### src/rtl/sdram_arbit.sv
// SDRAM bus arbiter: refresh > write > read, grants and bus mux are combinational.
// Optional ARBIT_RR_EN: write/read alternate when both request together.
module sdram_arbit (
    input  logic        clk,
    input  logic        rst_n,
    input  logic        init_end,
    input  logic [3:0]  init_cmd,
    input  logic [12:0] init_addr,
    input  logic        aref_req,
    input  logic        flag_aref_end,
    input  logic [3:0]  aref_cmd,
    input  logic [12:0] aref_addr,
    input  logic        wr_req,
    input  logic        flag_wr_end,
    input  logic [3:0]  wr_cmd,
    input  logic [12:0] wr_addr,
    input  logic [15:0] wr_data,
    input  logic        rd_req,
    input  logic        flag_rd_end,
    input  logic [3:0]  rd_cmd,
    input  logic [12:0] rd_addr,
    output logic        aref_en,
    output logic        wr_en,
    output logic        rd_en,
    output logic [3:0]  sdram_cmd,
    output logic [12:0] sdram_addr,
    output logic [1:0]  sdram_ba,
    output logic [15:0] sdram_dq_out,
    output logic        sdram_dq_oe
);

    localparam logic [3:0]  CMD_NOP  = 4'b0111;
    localparam logic [12:0] ADDR_IDL = 13'h0400;

    typedef enum logic [4:0] {
        ARB_INIT  = 5'b00001,
        ARB_IDLE  = 5'b00010,
        ARB_AREF  = 5'b00100,
        ARB_WRITE = 5'b01000,
        ARB_READ  = 5'b10000
    } state_t;

    state_t state, state_n;
    logic   rd_first;

`ifdef ARBIT_RR_EN
    // last_rd=1 means read was granted last; reset value lets write go first
    logic last_rd;

    always_ff @(posedge clk or negedge rst_n) begin
        if (!rst_n) begin
            last_rd <= 1'b1;
        end else if (state == ARB_IDLE && state_n == ARB_WRITE) begin
            last_rd <= 1'b0;
        end else if (state == ARB_IDLE && state_n == ARB_READ) begin
            last_rd <= 1'b1;
        end
    end

    assign rd_first = ~last_rd;
`else
    assign rd_first = 1'b0;
`endif

    always_ff @(posedge clk or negedge rst_n) begin
        if (!rst_n) begin
            state <= ARB_INIT;
        end else begin
            state <= state_n;
        end
    end

    always_comb begin
        state_n = state;
        unique case (state)
            ARB_INIT: begin
                if (init_end) state_n = ARB_IDLE;
            end
            ARB_IDLE: begin
                if (aref_req) begin
                    state_n = ARB_AREF;
                end else if (wr_req && !(rd_req && rd_first)) begin
                    state_n = ARB_WRITE;
                end else if (rd_req) begin
                    state_n = ARB_READ;
                end
            end
            ARB_AREF: begin
                if (flag_aref_end) state_n = ARB_IDLE;
            end
            ARB_WRITE: begin
                if (flag_wr_end) state_n = ARB_IDLE;
            end
            ARB_READ: begin
                if (flag_rd_end) state_n = ARB_IDLE;
            end
            default: state_n = ARB_INIT;
        endcase
    end

    // End pulse masks its own grant so a stage cannot be re-granted that cycle
    always_comb begin
        aref_en      = (state == ARB_AREF) && !flag_aref_end;
        wr_en        = (state == ARB_WRITE) && !flag_wr_end;
        rd_en        = (state == ARB_READ) && !flag_rd_end;
        sdram_ba     = 2'b00;
        sdram_dq_oe  = (state == ARB_WRITE);
        sdram_dq_out = (state == ARB_WRITE) ? wr_data : 16'h0000;
        sdram_cmd    = init_cmd;
        sdram_addr   = init_addr;
        unique case (state)
            ARB_INIT: begin
                sdram_cmd  = init_cmd;
                sdram_addr = init_addr;
            end
            ARB_IDLE: begin
                sdram_cmd  = CMD_NOP;
                sdram_addr = ADDR_IDL;
            end
            ARB_AREF: begin
                sdram_cmd  = aref_cmd;
                sdram_addr = aref_addr;
            end
            ARB_WRITE: begin
                sdram_cmd  = wr_cmd;
                sdram_addr = wr_addr;
            end
            ARB_READ: begin
                sdram_cmd  = rd_cmd;
                sdram_addr = rd_addr;
            end
            default: begin
                sdram_cmd  = init_cmd;
                sdram_addr = init_addr;
            end
        endcase
    end

endmodule

### config.mk
export PLATFORM = sky130hd
export DESIGN_NAME = sdram_arbit
export DESIGN_NICKNAME = d
export VERILOG_FILES = /design/src/rtl/sdram_arbit.sv
export SDC_FILE = /design/constraint.sdc
export NUM_CORES = 1
export LEC_CHECK = 0
export ABC_AREA = 1
export CAP_MARGIN = 20
export CELL_PAD_IN_SITES_DETAIL_PLACEMENT = 2
export CELL_PAD_IN_SITES_GLOBAL_PLACEMENT = 2
export CORE_ASPECT_RATIO = 1.25
export CORE_MARGIN = 5
export CORE_UTILIZATION = 10
export DETAILED_ROUTE_END_ITERATION = 6
export PLACE_DENSITY = 0.85
export SYNTH_ARGS = -nofsm -noshare
export SYNTH_HDL_FRONTEND = slang
export SYNTH_SLANG_ARGS = --single-unit
export TNS_END_PERCENT = 50
### constraint.sdc
create_clock -name clk -period 1.6 [get_ports clk]
set_input_delay 0.24 -clock clk [delete_from_list [all_inputs] [get_ports clk]]
set_output_delay 0.24 -clock clk [all_outputs]
set_load 0.05 [all_outputs]
### Word level (Yosys, flattened, before mapping)

Cells that the tools add are included.

* logic and storage cells: 29
* register bits: 5
* output and inout port bits: 39

* reductions and logical operators: 7
* equality and inequality tests: 10
* muxes and demuxes: 11

Operator list (number)
* 13-bit one-hot mux with 4 select lines: 1
* 5-bit two-way mux: 7
* 5-bit one-hot mux with 5 select lines: 1
* 16-bit two-way mux: 1
* 4-bit one-hot mux with 4 select lines: 1
* 2-bit != test, second input constant: 4
* 5-bit by 1-bit == test with 1-bit output, second input constant: 1
* 5-bit by 2-bit == test with 1-bit output, second input constant: 1
* 5-bit by 3-bit == test with 1-bit output, second input constant: 1
* 5-bit by 4-bit == test with 1-bit output, second input constant: 1
* 5-bit == test, second input constant: 1
* 5-bit AND reduction: 1
* 4-bit != test, second input constant: 1
* 1-bit logical AND: 3
* 1-bit logical NOT: 3

### Longest topological paths before layout

* depth after elaboration: 4
* gate-level depth with buffers: 9
* gate-level depth less buffers: 8

### Worst setup path before layout

No wires, ideal clock.

* path kind: register to output
* start point: register state[2]
* end point: output port sdram_addr[2]
* slack: -0.382 ns
* stages on the path, launching flop included: 9
* arrival: 1.742 ns
* path buffers: 2
* required time: 1.360 ns
* path through: dfrtp_1 -> buf_2 -> nor2_2 -> nand3_4 -> inv_1 -> buf_2 -> nand2_1 -> o21ai_0 -> nand3b_1

* word-level cells in the longest chain between the ends: 2
* elaborated cells between the ends (all ways): 5

RTL lines
* from (decl): line 43 `state_t state, state_n;`
* from (signal assigned): line 69 `state <= state_n;`
* 5-bit by 4-bit == test with 1-bit output
* via sdram_dq_oe: line 29 `output logic sdram_dq_oe`
* 13-bit one-hot mux with 4 select lines: line 111 `unique case (state)`
* to (decl): line 26 `output logic [12:0] sdram_addr,`

The timed path passes the listed nets, and every way through them passes these cells.

### Worst setup path after layout

* start point: register state[1]
* end point: output port sdram_addr[2]

* word-level cells in the longest chain between the ends: 2
* elaborated cells between the ends (all ways): 5

RTL lines (line)
* 5-bit == test, or another cell as far along: 111
* 13-bit one-hot mux with 4 select lines (*): 111

Mark *: on every way between the ends. The rest lies on a longest branch, timed or not.

==> run_results.csv <==
group,metric,value,unit
floorplan,fp.dieH,132.1,um
floorplan,dieArea,0.01422,sq mm
critical_path,crit_arrival,1.70,ns
clock_network,cts_root_buf,"clkbuf_16",
route,wirelength,8.160,mm
worst_hold_path,min-delay-path-class,"in -> async",
floorplan,num_rows,44,
clock_network,numClockSinks,5,
run,max_cap_violations,0,
synth,synth_edf_count,0,
floorplan,die_width,107.7,um
finish,largest_reg_flops,5,
grt,overflow,0,
sta,fin_ws,-0.3407,ns
sta,holdWs,0.2376,ns
synth,yosys.area.top_type,"inv_1",
sta,grt_setup_unrepaired,"yes",
power_and_ir_drop,switching_share,50.73,%
finish,diodes,0,
grt,antenna_found_initial,0,
sta,maxSlewViolCount,0,
clock_network,h-tree-depth,1,
critical_path,cp_max_fo,7,
sta,period_needed,1.941,ns
sta,timing.fmax,515.3,MHz
status,status,"complete, but fails checks",
power_and_ir_drop,pwr_density_cell,919.4,mW/mm^2
clock_network,cts_max_path_buffers,2,
clock_network,clk_latency,0.23,ns
sta,setup_viol,36,
power_and_ir_drop,peakVddDrop,0.0003708,V
synth,ys_seq_elements,5,
place,gp_congestion,0.7442,
power_and_ir_drop,power_frac_clock,13.1,%
route,drt_iter0_markers,30,
clock_network,cts_hold_buf,0,
status,violations,"setup timing",
grt,grt_max_degree,17,
place,portBuffers,129,
critical_path,startpoint_type,"register",
clock_network,clk_pin_slew,0.03,ns
sta,hold_viol,0,
synth,netlist_instances,220,
floorplan,initial_core_util,10.22,%
power_and_ir_drop,p_sw,1.648,mW
finish,layout_commonest_cell,"clkdlybuf4s50_1",
power_and_ir_drop,combPwrFrac,80.2,%
place,place_hpwl,6.981,mm
synth,yosysSeqAreaShare,10.60,%
critical_path,cp-end-kind,"output port",
critical_path,required,1.36,ns
place,dp_cells,524,
finish,mostFrequentLayoutCells,"clkdlybuf4s50_1 (92), inv_1 (64), buf_12 (23)",
finish,final_nets,463,
finish,top_register,"state",
finish,final_cells,530,
grt,grt_util_all_layers,11.50,%
finish,top_regs,"state (5)",
sta,finClkSkew,0.001796,ns
finish,stdcell_area,0.003533,sq mm
route,ant_nets,0,
floorplan,coreArea,0.01167,sq mm
power_and_ir_drop,pwr-share-seq,6.8,%
finish,final_util,30.27,%
grt,grt_pass1_vias,2503,
synth,synth_area_leaders,"inv_1 (20%), nand4_1 (9.4%), dfrtp_1 (8.4%), nand3_1 (8.4%), nand2_1 (7.9%)",
power_and_ir_drop,leakage,1.628,nW
floorplan,num_io_pins,132,
synth,syn_area,0.001192,sq mm
synth,yosysUniqueCellTypes,24,
finish,syn2layout_area_growth,196.3,%
critical_path,r2r_setup_slack,0.04,ns
synth,avgSynthCellArea,5.420,sq um
grt,grt_pass1_wl,12.88,mm
clock_network,cts_inserted_buffers,3,
synth,yosysWarnings,0,
clock_network,cts_tree,"done",
finish,nFillCells,1374,
synth,synth_top_area_share,20.46,%
power_and_ir_drop,p_total,3.249,mW
power_and_ir_drop,intPower,1.600,mW
synth,synth-main-ff-cell,"dfrtp_1",
critical_path,worstSetupPathType,"reg -> out",
route,viasPerCell,3.857,
place,place_area,0.003196,sq mm
route,wl_per_cell,15.40,um
sta,fin_crit_sh,121.3,%
route,vias,2044,
route,drcViolationCount,0,
finish,drive_gt1_share,34.69,%
synth,synthArstFlopShare,100.0,%
route,firstDrtPassIters,4,
==> synthesized netlist by cell type, types with 2 or more instances <==
master / instances
nand2_1: 25
inv_1: 65
nor2_4: 2
buf_6: 2
nor2_1: 25
clkbuf_1: 5
nand3_1: 20
o22ai_1: 7
o21ai_0: 16
inv_2: 2
nand3_2: 7
nand3b_1: 7
buf_4: 4
buf_2: 3
nand4_1: 18
dfrtp_1: 4
==> cell families after synthesis <==
group | after synthesis | synth area share (%)
flops | 5 | 10.60
compound gates | 24 | 11.02
simple gates | 109 | 49.74
other cells | 1 | 0.3145
buf+inv | 81 | 28.33
==> cell type report <==
type,count,area (sq um),share of cell area (%)
flip-flops and latches,5,127.6,3.612
inverters,67,259.0,7.330
multi-input cells,135,1035,29.28
repair buffers,158,1832,51.84
clock buffers,4,78.83,2.231
well taps,161,201.4,5.701
==> critical path, cell delays in order, from the launching register on <==
cell and delay [ns]:
dfrtp_1 0.40, nor2_4 0.24, nand3_4 0.17, and2_4 0.20
buf_8 0.14, nand3_2 0.05, nand3b_1 0.09, buf_6 0.16
==> per-stage QoR <==
| stage | TNS (ns) | setup slack, ns |
|---|---|---|
| 6_report | -10.98 | -0.3407 |
| 5_1_grt | -14.30 | -0.4352 |
| 4_1_cts | -10.94 | -0.3567 |
| 3_5_place_dp | -4.630 | -0.2551 |
| 3_3_place_gp | -2.974 | -0.1675 |
| 2_1_floorplan | -1.903 | -0.1470 |
==> what timing repair did <==
action,4_1_cts,5_1_grt
cloned,0,0
gates resized for setup,46,20
pin swaps,27,6
endpoints found under the setup margin,37,39
setup buffers,1,1
==> final timing paths <==
| path | startpoint | cells after the start | to |
|---|---|---|---|
| max in group asynchronous | rst_n | 1 | state[0] |
| hold reg to reg | state[0] | 5 | state[0] |
| min in group clk | wr_req | 3 | state[3] |
| hold / removal | rst_n | 1 | state[2] |
| setup / recovery | state[1] | 7 | sdram_addr[2] |
| setup reg to reg | state[1] | 7 | state[1] |
==> power by group through the flow <==
stage / Clock, mW / Combinational, mW / Sequential [mW]
after floorplan: 0 / 1.33 / 0.208
after global placement: 0 / 2.20 / 0.210
after detailed placement: 0 / 2.27 / 0.214
after CTS: 0.426 / 2.52 / 0.219
after global routing: 0.435 / 2.77 / 0.223
final: 0.424 / 2.60 / 0.219
==> layer usage <==
| layer | up-vias | global-route usage, % | routed length [um] |
|---|---|---|---|
| met2 | 94 | 23.13 | 4607 |
| met1 | 964 | 10.91 | 2750 |
| met3 | 4 | 3.577 | 711 |
| met5 | - | 0 | 0 |
| li1 | 982 | - | - |
| met4 | 0 | 2.877 | 91 |
(Power assumes the default switching activity.)
